$ cat src/rtl/forward_scoreboard_pkg.sv
// forward_scoreboard_pkg: shared stage-entry type and sizing helpers for the bypass scoreboard (package forward_pkg).
`ifndef REG_ADDR_W
`define REG_ADDR_W 5
`endif
package forward_pkg;
    localparam int MAX_ADDR_W = `REG_ADDR_W;
    localparam int MAX_EW_LAYER = 13;
    function automatic int NSTG_OF(input int ew_layer);
        return ew_layer + 2;
    endfunction
    // Wide enough for the deepest supported pipeline so one struct fits every build
    localparam int RDY_STG_W = $clog2(NSTG_OF(MAX_EW_LAYER) + 1);
    typedef struct packed {
        logic                  valid;
        logic [MAX_ADDR_W-1:0] addr;
        logic                  to_g;
        logic                  to_f;
        logic [RDY_STG_W-1:0]  rdy_stg;
    } stage_entry_t;
endpackage

$ cat src/rtl/forward_scoreboard_match_cell.sv
// fwd_match_cell: compares one source operand against one tracked stage entry.
module fwd_match_cell
    import forward_pkg::*;
#(
    parameter int REG_ADDR_W = MAX_ADDR_W,
    parameter int STG        = 0,
    parameter bit ZERO_REG_G = 1'b1
) (
    input  stage_entry_t          entry,
    input  logic [REG_ADDR_W-1:0] src_addr,
    input  logic                  src_g,
    input  logic                  src_f,
    input  logic                  dec_valid,
    output logic                  match,
    output logic                  ready
);
    logic addr_eq, g_hit, f_hit;
    assign addr_eq = entry.addr == MAX_ADDR_W'(src_addr);
    // The zero register only masks the GPR path; an FPR at address 0 is real
    assign g_hit = src_g & entry.to_g & ~(ZERO_REG_G && entry.addr == '0);
    assign f_hit = src_f & entry.to_f;
    assign match = dec_valid & entry.valid & addr_eq & (g_hit | f_hit);
    assign ready = entry.rdy_stg <= RDY_STG_W'(STG);
endmodule

$ cat src/rtl/forward_scoreboard.sv
// forward_scoreboard: operand bypass select and load-use stall between decode and execute.
// Define FWD_SCOREBOARD_STATS_EN to add saturating stall/forward statistics counters.
module forward_scoreboard
    import forward_pkg::*;
#(
    parameter int  NUM_SRC    = 3,
    parameter int  EW_LAYER   = 1,
    parameter int  REG_ADDR_W = MAX_ADDR_W,
    parameter bit  ZERO_REG_G = 1'b1,
    localparam int NSTG       = NSTG_OF(EW_LAYER),
    localparam int SW         = $clog2(NSTG + 1)
) (
    input  logic                                clk,
    input  logic                                rst,
    input  logic                                flush,
    input  logic                                dec_valid,
    input  logic [NUM_SRC-1:0][REG_ADDR_W-1:0] dec_src_addr,
    input  logic [NUM_SRC-1:0]                  dec_src_g,
    input  logic [NUM_SRC-1:0]                  dec_src_f,
    input  logic [REG_ADDR_W-1:0]               dec_dst_addr,
    input  logic                                dec_dst_g,
    input  logic                                dec_dst_f,
    input  logic [SW-1:0]                       dec_rdy_stg,
    output logic [NUM_SRC-1:0]                  fwd_hit,
    output logic [NUM_SRC-1:0][NSTG-1:0]        fwd_sel,
    output logic                                stall
`ifdef FWD_SCOREBOARD_STATS_EN
    ,
    input  logic                                stat_clr,
    output logic [31:0]                         stat_stall_cyc,
    output logic [31:0]                         stat_fwd_cnt
`endif
);
    stage_entry_t stg [NSTG];
    stage_entry_t dec_entry;
    logic [NUM_SRC-1:0][NSTG-1:0] m, r;
    logic [NUM_SRC-1:0] blk;
    // Gating the match with rst forces every output low while reset is held
    for (genvar i = 0; i < NUM_SRC; i++) begin : g_src
        for (genvar k = 0; k < NSTG; k++) begin : g_stg
            fwd_match_cell #(
                .REG_ADDR_W(REG_ADDR_W),
                .STG       (k),
                .ZERO_REG_G(ZERO_REG_G)
            ) u_cell (
                .entry    (stg[k]),
                .src_addr (dec_src_addr[i]),
                .src_g    (dec_src_g[i]),
                .src_f    (dec_src_f[i]),
                .dec_valid(dec_valid & ~rst),
                .match    (m[i][k]),
                .ready    (r[i][k])
            );
        end
    end
    // Scan oldest to youngest so the youngest match overwrites older ones
    always_comb begin
        fwd_hit = '0;
        fwd_sel = '0;
        blk = '0;
        for (int i = 0; i < NUM_SRC; i++) begin
            for (int k = NSTG - 1; k >= 0; k--) begin
                if (m[i][k]) begin
                    fwd_hit[i] = r[i][k];
                    fwd_sel[i] = r[i][k] ? NSTG'(1) << k : '0;
                    blk[i] = ~r[i][k];
                end
            end
        end
        stall = |blk;
    end
    assign dec_entry = '{
        valid:   dec_valid & (dec_dst_g | dec_dst_f),
        addr:    MAX_ADDR_W'(dec_dst_addr),
        to_g:    dec_dst_g,
        to_f:    dec_dst_f,
        rdy_stg: RDY_STG_W'(dec_rdy_stg)
    };
    always_ff @(posedge clk) begin
        if (rst || flush) begin
            for (int k = 0; k < NSTG; k++) stg[k] <= '0;
        end else begin
            stg[0] <= stall ? '0 : dec_entry;
            for (int k = 1; k < NSTG; k++) stg[k] <= stg[k-1];
        end
    end
`ifdef FWD_SCOREBOARD_STATS_EN
    logic [32:0] fwd_sum;
    assign fwd_sum = {1'b0, stat_fwd_cnt} + 33'($countones(fwd_hit));
    always_ff @(posedge clk) begin
        if (rst || stat_clr) begin
            stat_stall_cyc <= '0;
            stat_fwd_cnt <= '0;
        end else begin
            if (stall && ~&stat_stall_cyc) stat_stall_cyc <= stat_stall_cyc + 32'd1;
            stat_fwd_cnt <= fwd_sum[32] ? '1 : fwd_sum[31:0];
        end
    end
`endif
endmodule
$ cat config.mk
export PLATFORM = sky130hd
export DESIGN_NAME = forward_scoreboard
export DESIGN_NICKNAME = d
export VERILOG_FILES = /design/src/rtl/forward_scoreboard_pkg.sv /design/src/rtl/forward_scoreboard_match_cell.sv /design/src/rtl/forward_scoreboard.sv
export SDC_FILE = /design/constraint.sdc
export NUM_CORES = 1
export LEC_CHECK = 0
export ABC_AREA = 1
export BUFFER_PORTS_ARGS = -buffer_cell sky130_fd_sc_hd__buf_2
export CORE_ASPECT_RATIO = 0.75
export CORE_UTILIZATION = 55
export CTS_CLUSTER_DIAMETER = 150
export DETAILED_ROUTE_END_ITERATION = 6
export PLACE_DENSITY = 0.81
export SLEW_MARGIN = 40
export SYNTH_ARGS = -nofsm -noshare
export SYNTH_HDL_FRONTEND = slang
export SYNTH_SLANG_ARGS = --single-unit
export TNS_END_PERCENT = 5
$ cat constraint.sdc
create_clock -name clk -period 2.3 [get_ports clk]
set_input_delay 0.46 -clock clk [delete_from_list [all_inputs] [get_ports clk]]
set_output_delay 0.46 -clock clk [all_outputs]
set_load 0.01 [all_outputs]
# --- After elaboration in Yosys (flattened, before gate mapping) ---
# Memories as Yosys holds them, arrays and structs flattened.
# Index checks and enable logic that the tools add are counted.
# Widths: inputs -> output; s select.
word_totals:
  ff_bits: 0
  ram_bits: 36
  in_bits: 34
  elab_cells: 125
  n_memories: 1
memory_table:
  columns: ["name", "depth", "width", "rd", "rd_ports_with_merged_regs", "wr", "line", "rtl"]
  rows:
  - ["stg", 3, 12, 3, 0, 3, "forward_scoreboard.sv:34", "stage_entry_t stg [NSTG];"]
op_classes:
  order_cmp: 3
  n_eq_ne: 9
  mux: 37
  n_bitwise: 70
  n_reduce_logical: 5
op_table:
  columns: ["operator", "n"]
  rows:
  - ["$and 1x1->1", 50]
  - ["$mux 12", 4]
  - ["$eq 5x5->1", 9]
  - ["$mux 3", 10]
  - ["$mux 1", 22]
  - ["$logic_not 5->1", 3]
  - ["$or 1x1->1", 13]
  - ["$le 4x1->1 const B", 2]
  - ["$not 1->1", 7]
  - ["$le 4x2->1 const B", 1]
  - ["$reduce_or 3->1", 1]
  - ["$mux 2", 1]
  - ["$logic_or 1x1->1", 1]

# --- Longest topological paths before layout ---
# Gate-level depths: netlist of run 1.
# An unclocked memory read counts as a cell.
logic_depth:
  depth_word: 12
  mapped_depth: 13
  ltp_nobuf: 13

# --- By module ---
# A second synthesis of run 1 with hierarchy kept.
hier_totals:
  hier_cells: 485
  hier_area_um2: 2583.7
modules_own_cells:
  columns: ["mod", "n_inst", "cells_per_inst", "area_each_um2"]
  rows:
  - ["forward_scoreboard", 1, 140, 1183.6]
  - ["fwd_match_cell (g_src[0].g_stg[2].u_cell ...)", 3, 39, 160.2]
  - ["fwd_match_cell (g_src[0].g_stg[0].u_cell ...)", 3, 38, 153.9]
  - ["fwd_match_cell (g_src[0].g_stg[1].u_cell ...)", 3, 38, 152.6]

# --- Worst setup path after synthesis of run 1 ---
# Ideal clock, no wire load.
synth_path:
  kind: "input port to output port"
  from: "input port rst"
  to: "output port stall"
  arrival_ps: 1486
  required_ps: 1840
  setup_slack_ps: 354
  cell_stages: 11
  n_path_buf: 0
  cell_sequence: "inv_1 -> nand2_1 -> nor2_2 -> nand2_1 -> nor2_1 -> nand3_2 -> nand3_1 -> nand2_1 -> nor2_1 -> nor2_4 -> o21ai_0"
synth_via:
  elab_chain_cells: 9
synth_lines:
  columns: ["item", "line", "rtl"]
  rows:
  - ["start: declaration", "forward_scoreboard.sv:14", "input logic rst,"]
  - ["$not 1->1 (*)", "forward_scoreboard.sv:50", ".dec_valid(dec_valid & ~rst),"]
  - ["$and 1x1->1 (*)", "forward_scoreboard.sv:50", null]
  - ["$and 1x1->1 (3 in a row)", "forward_scoreboard_match_cell.sv:22", "assign match = dec_valid & entry.valid & addr_eq & (g_hit | f_hit);"]
  - ["$mux 1 (3 in a row)", "forward_scoreboard.sv:63", "if (m[i][k]) begin"]
  - ["$reduce_or 3->1 (*)", "forward_scoreboard.sv:70", "stall = |blk;"]
  - ["end: declaration", "forward_scoreboard.sv:26", "output logic stall"]
# Every way passes the cells marked *; elsewhere a longest branch is shown, timed or not.

# --- Worst setup path in the final report of run 1 ---
layout_path:
  from: "input port rst"
  to: "output port fwd_hit[2]"
layout_via:
  elab_chain_cells: 8
layout_lines:
  columns: ["item", "line", "rtl"]
  rows:
  - ["$not 1->1 (*)", "forward_scoreboard.sv:50", null]
  - ["$and 1x1->1 (*)", "forward_scoreboard.sv:50", null]
  - ["$and 1x1->1 (3 in a row)", "forward_scoreboard_match_cell.sv:22", null]
  - ["$mux 1 (2 in a row)", "forward_scoreboard.sv:63", null]
  - ["$mux 1 (*)", "forward_scoreboard.sv:63", null]
  - ["end: declaration", "forward_scoreboard.sv:24", "output logic [NUM_SRC-1:0] fwd_hit,"]
# Marked as above.

==> impl_metrics.json, run 1 <==
{
  "synth.distinct_cells": 23,
  "synth_seq_cells": 30,
  "gp_congestion": 0.908,
  "outcome": "finished, final reports clean",
  "dp_cells": 467,
  "hold_viol_final": 0,
  "die_width_um": 74.5,
  "synth_area_mm2": 0.00217,
  "p_switching_uw": 354,
  "avgSynthCellArea_um2": 5.82,
  "via_per_inst": 4.97,
  "wl_met1_um": 2930,
  "critPathMaxFanout": 3,
  "yosys_warnings": 0,
  "clockRootBuffer": "clkbuf_8",
  "worstPathArrival_ns": 1.81,
  "syn2layout_area_growth_pct": 29.4,
  "die_area_mm2": 0.00420,
  "p_leak_nw": 1.49,
  "drive_gt1_share_pct": 35.1,
  "maxCapViolations": 0,
  "htree_levels": 2,
  "power.density_mw_per_mm2": 503,
  "slew_headroom_pct": 67.2,
  "design_area_mm2": 0.00280,
  "final-setup-viol-count": 0,
  "synthCells": 372,
  "clockBufferDepth": 2,
  "grt_pass1_vias": 2024,
  "r2r_slack_ns": 0.61,
  "tightest_slew_ns": 0.492,
  "clk_latency_ns": 0.29,
  "crit_required_ns": 1.84,
  "finalPower_mw": 1.41,
  "core_area_mm2": 0.00371,
  "largestRegisters": "stg x30",
  "power_frac_comb_pct": 13.9,
  "seq_area_frac_synth_pct": 27.7,
  "finalCriticalPeriod_ns": 2.27,
  "postLayoutCoreUtil_pct": 75.6,
  "dpl.hpwl_um": 4630,
  "ios": 47,
  "drt.antenna.violating_nets": 0,
  "io_buffers": 46,
  "rows": 19,
  "syn_nets": 406,
  "wl_um": 6220,
  "rsz0062_at_grt": "yes",
  "largest_reg_flops": 30,
  "period_share_pct": 98.8,
  "max-vdd-ir-drop_mv": 0.359,
  "drv_slew": 0,
  "whs_ns": 0.388,
  "antenna_found_initial": 0,
  "placed_cell_area_mm2": 0.00244,
  "post-place-ws_ns": -0.0619,
  "hold_class": "input port to flop",
  "p_int_mw": 1.06,
  "drt_iter0_markers": 256,
  "start_util_pct": 58.4,
  "drc": 0,
  "p_sw_share_pct": 25.1,
  "track_usage_pct": 30.8,
  "diodes": 0,
  "grt_pass1_wl_um": 9480,
  "power_frac_clock_pct": 48.1,
  "critPathLaunchType": "input port",
  "final_cells": 477,
  "die_height_um": 56.3,
  "grt_max_degree": 22,
  "setup_ws_ns": 0.0278,
  "met2_length_um": 2710,
  "clock_sinks": 30,
  "pwr-share-seq_pct": 38.1,
  "worstSetupPathType": "input port to output port",
  "cts_made_buffers": 5,
  "wl_per_cell_um": 13.0,
  "top_register": "stg",
  "vias": 2372,
  "top_layer": "met4",
  "first_pass_iters": 5,
  "clkTransAtPathRegs_ns": 0.06,
  "gr-total-overflow": 0,
  "cp-end-kind": "output port",
  "cts_tree": "done",
  "fin_skew_ns": 0.00805,
  "nNetsFinal": 458,
  "finalSetupTns_ns": 0,
  "timing.fmax_mhz": 440,
  "met3_length_um": 468
}
[layout by cell type, fill, tap and decap left out, types with 7 or more instances in the layout]
master,synthesis,layout
buf_2,0,44
dfxtp_1,30,15
dfxtp_4,0,10
inv_1,70,68
nand2_1,127,113
nand2_2,4,17
nand3_1,16,11
nand3_2,5,10
nor2_1,51,40
nor2_2,18,23
nor2_4,3,9
xnor2_1,8,7
xor2_1,7,7
[logic make-up (layout without fill, tap and decap cells)]
family                 count (synthesis)  after routing  synth area share, %
XOR/XNOR                              15             15                 6.07
flip-flops                            30             30                 27.7
AND/OR/NAND/NOR                      237            237                 49.3
buffers and inverters                 79            132                 14.4
AO/OA/AOI/OAI                         11             11                 2.54
[repair_timing]
action | in CTS | in global routing
setup buffers | 1 | 1
hold buffers | 0 | 0
endpoints found under the hold margin | 0 | 0
endpoints found under the setup margin | 4 | 5
gates resized for setup | 15 | 59
pin swaps | 2 | 16
[synth_stat cells (all sizes together)]
cell      n  area share [%]
nand3    21             6.0
buf       2             1.0
nor3      3            0.69
xor2      7             2.8
inv      75              13
dfxtp    30              28
nand2   132              24
nor2     72              16
and2      1            0.29
a21oi     4            0.92
or2       4             1.2
o21ai     7             1.6
nand4     4             1.4
xnor2     8             3.2
clkbuf    2            0.35
[per-layer routing]
layer,up-vias,track usage [%]
li1,1193,-
met1,1057,46.4
met2,107,43.8
met3,15,6.28
met4,0,8.63
met5,-,0
[critical path: stages]
cell and delay, ns:
buf_2 0.11, inv_2 0.07, nand2_2 0.06, nor2_4 0.15, nand2_2 0.09, nor2_4 0.14
nand3_2 0.10, nand3_2 0.11, nand2_2 0.08, or2_2 0.29, buf_2 0.14
[power by group through the flow]
stage,registers (mW),clock network [mW],logic (mW)
floorplan,0.550,0,0.111
global placement,0.556,0,0.173
detailed placement,0.556,0,0.174
CTS,0.545,0.678,0.177
global route,0.538,0.700,0.215
finish,0.537,0.678,0.195
[path summary, 6_finish.rpt]
check / from / endpoint / cells past startpoint
worst max-delay path: rst / fwd_hit[2] / 11
worst min-delay path: dec_dst_addr[1] / stg[0][7]$_SDFF_PP0_ / 3
worst max register to register: stg[0][34]$_SDFF_PP0_ / stg[0][8]$_SDFF_PP0_ / 14
worst min register to register: stg[0][12]$_SDFF_PP0_ / stg[0][24]$_SDFF_PP0_ / 2
[final cells by class]
type,instances,area (um^2)
clock buffers,6,82.6
well taps,52,65.1
flip-flops and latches,30,644
repair buffers,49,265
fillers,324,906
clock inverters,2,60.1
inverters,75,287
multi-input cells,263,1400
Power figures use the tool's default switching activity.
==> inputs of run 2 (changes only) <==
PLACE_DENSITY = 0.79   (was 0.81)
SLEW_MARGIN = not set   (was 40)
SYNTH_HIERARCHICAL = 1   (was not set)
==> impl_metrics.json, run 2 <==
{
  "synth_top_area_share_pct": 23.2,
  "core_area_mm2": 0.00449,
  "yosysTopAreaCell": "dfxtp_1",
  "placed_cell_area_mm2": 0.00304,
  "synthCells": 485,
  "drv_slew": 0,
  "final-setup-viol-count": 2,
  "vias": 2928,
  "cp-end-kind": "output port",
  "power.density_mw_per_mm2": 393,
  "final_cells": 626,
  "antenna_found_initial": 0,
  "gr-total-overflow": 0,
  "netlist_top_cells_count": "142 x nand2_1, 133 x inv_1, 99 x nor2_1",
  "via_per_inst": 4.68,
  "layout_commonest_cell": "nand2_1",
  "holdBufCountCts": 0,
  "synth-async-reset-ratio_pct": 0,
  "critical-path-slowest-cell": "nor2_4",
  "wl_um": 6900,
  "nNetsFinal": 603,
  "clk_latency_ns": 0.29,
  "holdPathStages": 3,
  "start_util_pct": 57.5,
  "critPathMaxFanout": 5,
  "synth.distinct_cells": 26,
  "ios": 47,
  "rr_worst_depth": 13,
  "die_width_um": 81.1,
  "grt_max_degree": 21,
  "diodes": 0,
  "crit_required_ns": 1.84,
  "slew_headroom_pct": 52.6,
  "first_pass_iters": 5,
  "tightest_slew_ns": 0.711,
  "drt_iter0_markers": 160,
  "seq_area_um2": 629,
  "io_buffers": 46,
  "cts_made_buffers": 5,
  "multi_input_area_mm2": 0.00164,
  "avgSynthCellArea_um2": 5.33,
  "wl_per_cell_um": 11.0,
  "finalSetupTns_ns": -0.0721,
  "p_leak_nw": 1.88,
  "fill_cells": 382,
  "synth_flop_cell": "dfxtp_1",
  "yosys_warnings": 6,
  "design_area_mm2": 0.00334,
  "outcome": "finished with violations",
  "crit_chain": "buf_8 -> nor2_4 -> buf_6 -> nand2_2 -> inv_2 -> nand2_2 -> nor2_2 -> nand3_2 -> nor2_4 -> nand2_2 -> nor2_4 -> nor2_4 -> nand2_4 -> nand3_2 -> buf_6",
  "largest_reg_flops": 30,
  "synth_area_leaders": "dfxtp_1 23%, nand2_1 21%, inv_1 19%, nor2_1 14%, nand3_1 4.1%",
  "drive_gt1_share_pct": 25.1,
  "cpMostUsedCell": "nor2_4",
  "synth_edf_count": 0,
  "rsz0062_at_grt": "yes",
  "track_usage_pct": 28.8,
  "rows": 21,
  "max-vdd-ir-drop_mv": 0.374,
  "top_register": "stg",
  "clockRootBuffer": "clkbuf_8",
  "htree_levels": 2,
  "synth_seq_cells": 30,
  "cts_tree": "done",
  "worstPathArrival_ns": 1.88,
  "critPathBufInv": 4,
  "violations": "negative setup slack",
  "cpPeakStageDelay_ns": 0.15,
  "cp_top_family": "simple AND/OR/NAND/NOR gates",
  "largestRegisters": "stg x30",
  "synth_area_mm2": 0.00258,
  "dpl.hpwl_um": 5150,
  "timing.fmax_mhz": 428,
  "die_height_um": 61.4,
  "maxCapViolations": 0,
  "period_share_pct": 102,
  "clkTransAtPathRegs_ns": 0.06,
  "drc": 0,
  "worstSetupPathType": "input port to output port",
  "drt.antenna.violating_nets": 0,
  "setup_ws_ns": -0.0375,
  "hold_class": "input port to flop",
  "seq_area_frac_synth_pct": 23.2,
  "dp_cells": 617,
  "grt_pass1_wl_um": 10600,
  "synthMostInstantiatedCell": "nand2_1",
  "finalCriticalPeriod_ns": 2.34,
  "gp_congestion": 0.904,
  "critPathLaunchType": "input port",
  "clockBufferDepth": 2,
  "fin_skew_ns": 0.00868,
  "clock_sinks": 30,
  "path_depth": 15,
  "syn2layout_area_growth_pct": 29.2,
  "die_area_mm2": 0.00498,
  "grt_pass1_vias": 2404,
  "layout_common_cells": "134 x nand2_1, 129 x inv_1, 86 x nor2_1",
  "hold_viol_final": 0
}
## run 2: cell count changes in the layout (fill, tap and decap cells not counted), moves of 8 or more
cell	delta
buf_4	+11
conb_1	+18
inv_1	+61
nand2_1	+21
nand2_2	-8
nor2_1	+46
nor3_2	+9
## run 2: area by class of cell
type	count	share of cell area (%)
Timing Repair Buffer	62	11.4
Clock inverter	1	0.900
Clock buffer	6	2.47
Sequential cell	30	18.9
Inverter	135	15.2
Tap cell	57	2.14
Multi-Input combinational cell	335	49.1
## run 2: cell families after synthesis
family / count (synthesis) / synth area share [%]
buffers and inverters: 137 / 20.0
and+or+nand+nor: 300 / 51.9
AOI/OAI and AO/OA: 17 / 4.70
other: 1 / 0.145
DFF: 30 / 23.2
## run 2: through the flow
step,hold WS [ns],setup slack (ns),utilization (%),power (mW)
2_1_floorplan,0.394,0.0437,-,0.679
3_3_place_gp,0.399,-0.125,67.8,0.756
3_5_place_dp,0.409,-0.160,67.8,0.760
4_1_cts,0.389,-0.0468,72.3,1.31
5_1_grt,0.376,-0.118,74.3,1.38
6_report,0.393,-0.0375,74.3,1.31
## run 2: report_power, final
part / switching (mW) / total, mW / internal [mW]
clock network: 0.203 / 0.549 / 0.346
registers: 0.0216 / 0.549 / 0.527
logic: 0.128 / 0.215 / 0.0863
total: 0.353 / 1.31 / 0.959
## run 2: worst reg2reg max path: cells and delay by family (launching register included)
family | cells | cell delay (ns)
buffers and inverters | 3 | 0.35
AND/OR/NAND/NOR | 9 | 0.77
flip-flops | 1 | 0.45
AO/OA/AOI/OAI | 1 | 0.13
## run 2: routing by layer
| metal | vias up | global-route usage, % | wire, um |
|---|---|---|---|
| met5 | - | 0 | 0 |
| met4 | 0 | 10.2 | 105 |
| met3 | 12 | 5.19 | 517 |
| met2 | 104 | 47.3 | 3190 |
| met1 | 1272 | 38.4 | 3090 |
| li1 | 1540 | - | - |
## run 2: what timing repair did
item	CTS	global route
pin swaps	8	12
setup buffers	0	1
resized for setup	33	34
gates cloned	1	0
setup endpoints to repair	9	9
## run 2: path summary, 6_finish.rpt
path                                             from                    end  slack (ns)
worst max register to register   stg[0][8]$_SDFF_PP0_  stg[0][11]$_SDFF_PP0_        0.49
worst min-delay path                  dec_dst_addr[3]   stg[0][9]$_SDFF_PP0_        0.39
worst min register to register  stg[0][12]$_SDFF_PP0_  stg[0][24]$_SDFF_PP0_        0.42
worst max-delay path                              rst                  stall       -0.04
==> inputs of run 3 (changes only) <==
MAX_ROUTING_LAYER = met4   (was not set)
==> impl_metrics.json, run 3 (synthesized netlist as in run 2, its figures left out) <==
{
  "final_cells": 627,
  "finalPower_mw": 1.22,
  "seq_area_um2": 622,
  "hold_viol_final": 0,
  "clkTransAtPathRegs_ns": 0.07,
  "grt_max_degree": 21,
  "start_util_pct": 57.5,
  "p_leak_nw": 1.88,
  "critPathLaunchType": "input port",
  "vias": 2960,
  "dp_cells": 617,
  "worstPathArrival_ns": 1.91,
  "first_pass_iters": 7,
  "top_register": "stg",
  "fill_cells": 419,
  "cts_made_buffers": 5,
  "via_per_inst": 4.72,
  "drt_iter0_markers": 200,
  "io_buffers": 46,
  "slew_headroom_pct": 53.0,
  "largestRegisters": "stg x30",
  "finalSetupTns_ns": -0.120,
  "wl_um": 7080,
  "diodes": 0,
  "drc": 0,
  "whs_ns": 0.388,
  "clockRootBuffer": "clkbuf_8",
  "fin_skew_ns": 0.00476,
  "tightest_slew_ns": 0.705,
  "track_usage_pct": 29.5,
  "outcome": "finished with violations",
  "clockBufferDepth": 2,
  "die_width_um": 81.1,
  "setup_ws_ns": -0.0738,
  "syn2layout_area_growth_pct": 26.6,
  "clock_sinks": 30,
  "clk_latency_ns": 0.29,
  "worstSetupPathType": "input port to output port",
  "max-vdd-ir-drop_mv": 0.298,
  "timing.fmax_mhz": 421,
  "power.density_mw_per_mm2": 374,
  "ios": 47,
  "maxCapViolations": 0,
  "gp_congestion": 0.924,
  "layout_common_cells": "140 x nand2_1, 132 x inv_1, 89 x nor2_1",
  "multi_input_area_mm2": 0.00160,
  "layout_commonest_cell": "nand2_1",
  "critPathMaxFanout": 5,
  "period_share_pct": 103,
  "grt_pass1_wl_um": 10400,
  "gr-total-overflow": 0,
  "cts_tree": "done",
  "drv_slew": 0,
  "drt.antenna.violating_nets": 0,
  "largest_reg_flops": 30,
  "cp-end-kind": "output port",
  "die_area_mm2": 0.00498,
  "dpl.hpwl_um": 5360,
  "drive_gt1_share_pct": 23.2,
  "rsz0062_at_grt": "yes",
  "die_height_um": 61.4,
  "grt_pass1_vias": 2395,
  "htree_levels": 2,
  "crit_required_ns": 1.84,
  "core_area_mm2": 0.00449,
  "hold_class": "input port to flop",
  "nNetsFinal": 603,
  "finalCriticalPeriod_ns": 2.37,
  "violations": "negative setup slack",
  "rows": 21,
  "design_area_mm2": 0.00327,
  "antenna_found_initial": 0,
  "wl_per_cell_um": 11.3,
  "final-setup-viol-count": 2,
  "placed_cell_area_mm2": 0.00304
}
==> run 3: cell count changes in the layout (fill, tap and decap cells not counted), moves of 2 or more <==
| cell | before | now |
|---|---|---|
| nand2_1 | 134 | 140 |
| nand2_2 | 9 | 3 |
| a21boi_1 | 4 | 1 |
| dfxtp_2 | 8 | 11 |
| dfxtp_4 | 5 | 2 |
| inv_1 | 129 | 132 |
| inv_2 | 6 | 3 |
| nor2_1 | 86 | 89 |
| a21boi_0 | 5 | 7 |
| nor2_4 | 6 | 4 |
==> run 3: repair_timing <==
action | CTS | global route
pin swaps | 10 | 4
hold buffers | 0 | 0
endpoints found under the setup margin | 9 | 11
setup buffers | 0 | 1
gates cloned | 1 | 0
gates resized for setup | 38 | 8
==> run 3: area by class of cell <==
type	instances	share of cell area (%)
Timing Repair Buffer	62	11.4
Sequential cell	30	19.0
Tap cell	57	2.18
Multi-Input combinational cell	335	49.0
Clock inverter	2	0.382
Clock buffer	6	2.52
Inverter	135	15.5
==> run 3: worst paths after layout <==
kind	start	slack, ns	depth (start not counted)	to
worst min register to register	stg[0][12]$_SDFF_PP0_	0.41	2	stg[0][24]$_SDFF_PP0_
worst max-delay path	dec_valid	-0.07	16	stall
worst min-delay path	dec_dst_addr[3]	0.39	3	stg[0][9]$_SDFF_PP0_
worst max register to register	stg[0][10]$_SDFF_PP0_	0.43	13	stg[0][11]$_SDFF_PP0_
==> run 3: metal layers <==
| layer | track usage (%) | vias to the layer above | share of wire, % |
|---|---|---|---|
| met5 | - | - | 0 |
| met4 | 13.0 | 0 | 1.8 |
| met3 | 7.85 | 16 | 9.0 |
| met2 | 47.4 | 119 | 47 |
| met1 | 34.9 | 1288 | 43 |
| li1 | - | 1537 | - |
==> run 3: worst max-delay path, stage by stage <==
cell,delay [ns]
buf_6,0.07
inv_2,0.03
nor2_4,0.12
buf_6,0.13
nand2_1,0.05
inv_1,0.05
nand2_1,0.04
nor2_1,0.09
nand3_1,0.13
nor2_2,0.18
nand2_1,0.08
nor2_2,0.15
nor2_4,0.06
nand2_4,0.06
nand3_2,0.07
buf_6,0.12
==> run 3: where the power goes <==
group	leakage [nW]	internal [mW]	total (mW)	switching, mW
sequential	0.250	0.530	0.552	0.0220
clock	0.0472	0.240	0.458	0.218
combinational	1.58	0.0848	0.215	0.130
total	1.88	0.855	1.22	0.370
==> run 3: metrics by stage <==
step                      utilization [%]  setup WS [ns]
after floorplan                         -         0.0437
after global placement               67.8         -0.128
after detailed placement             67.8         -0.115
after CTS                            72.2       -0.00854
after global routing                 72.8         -0.173
final                                72.8        -0.0738
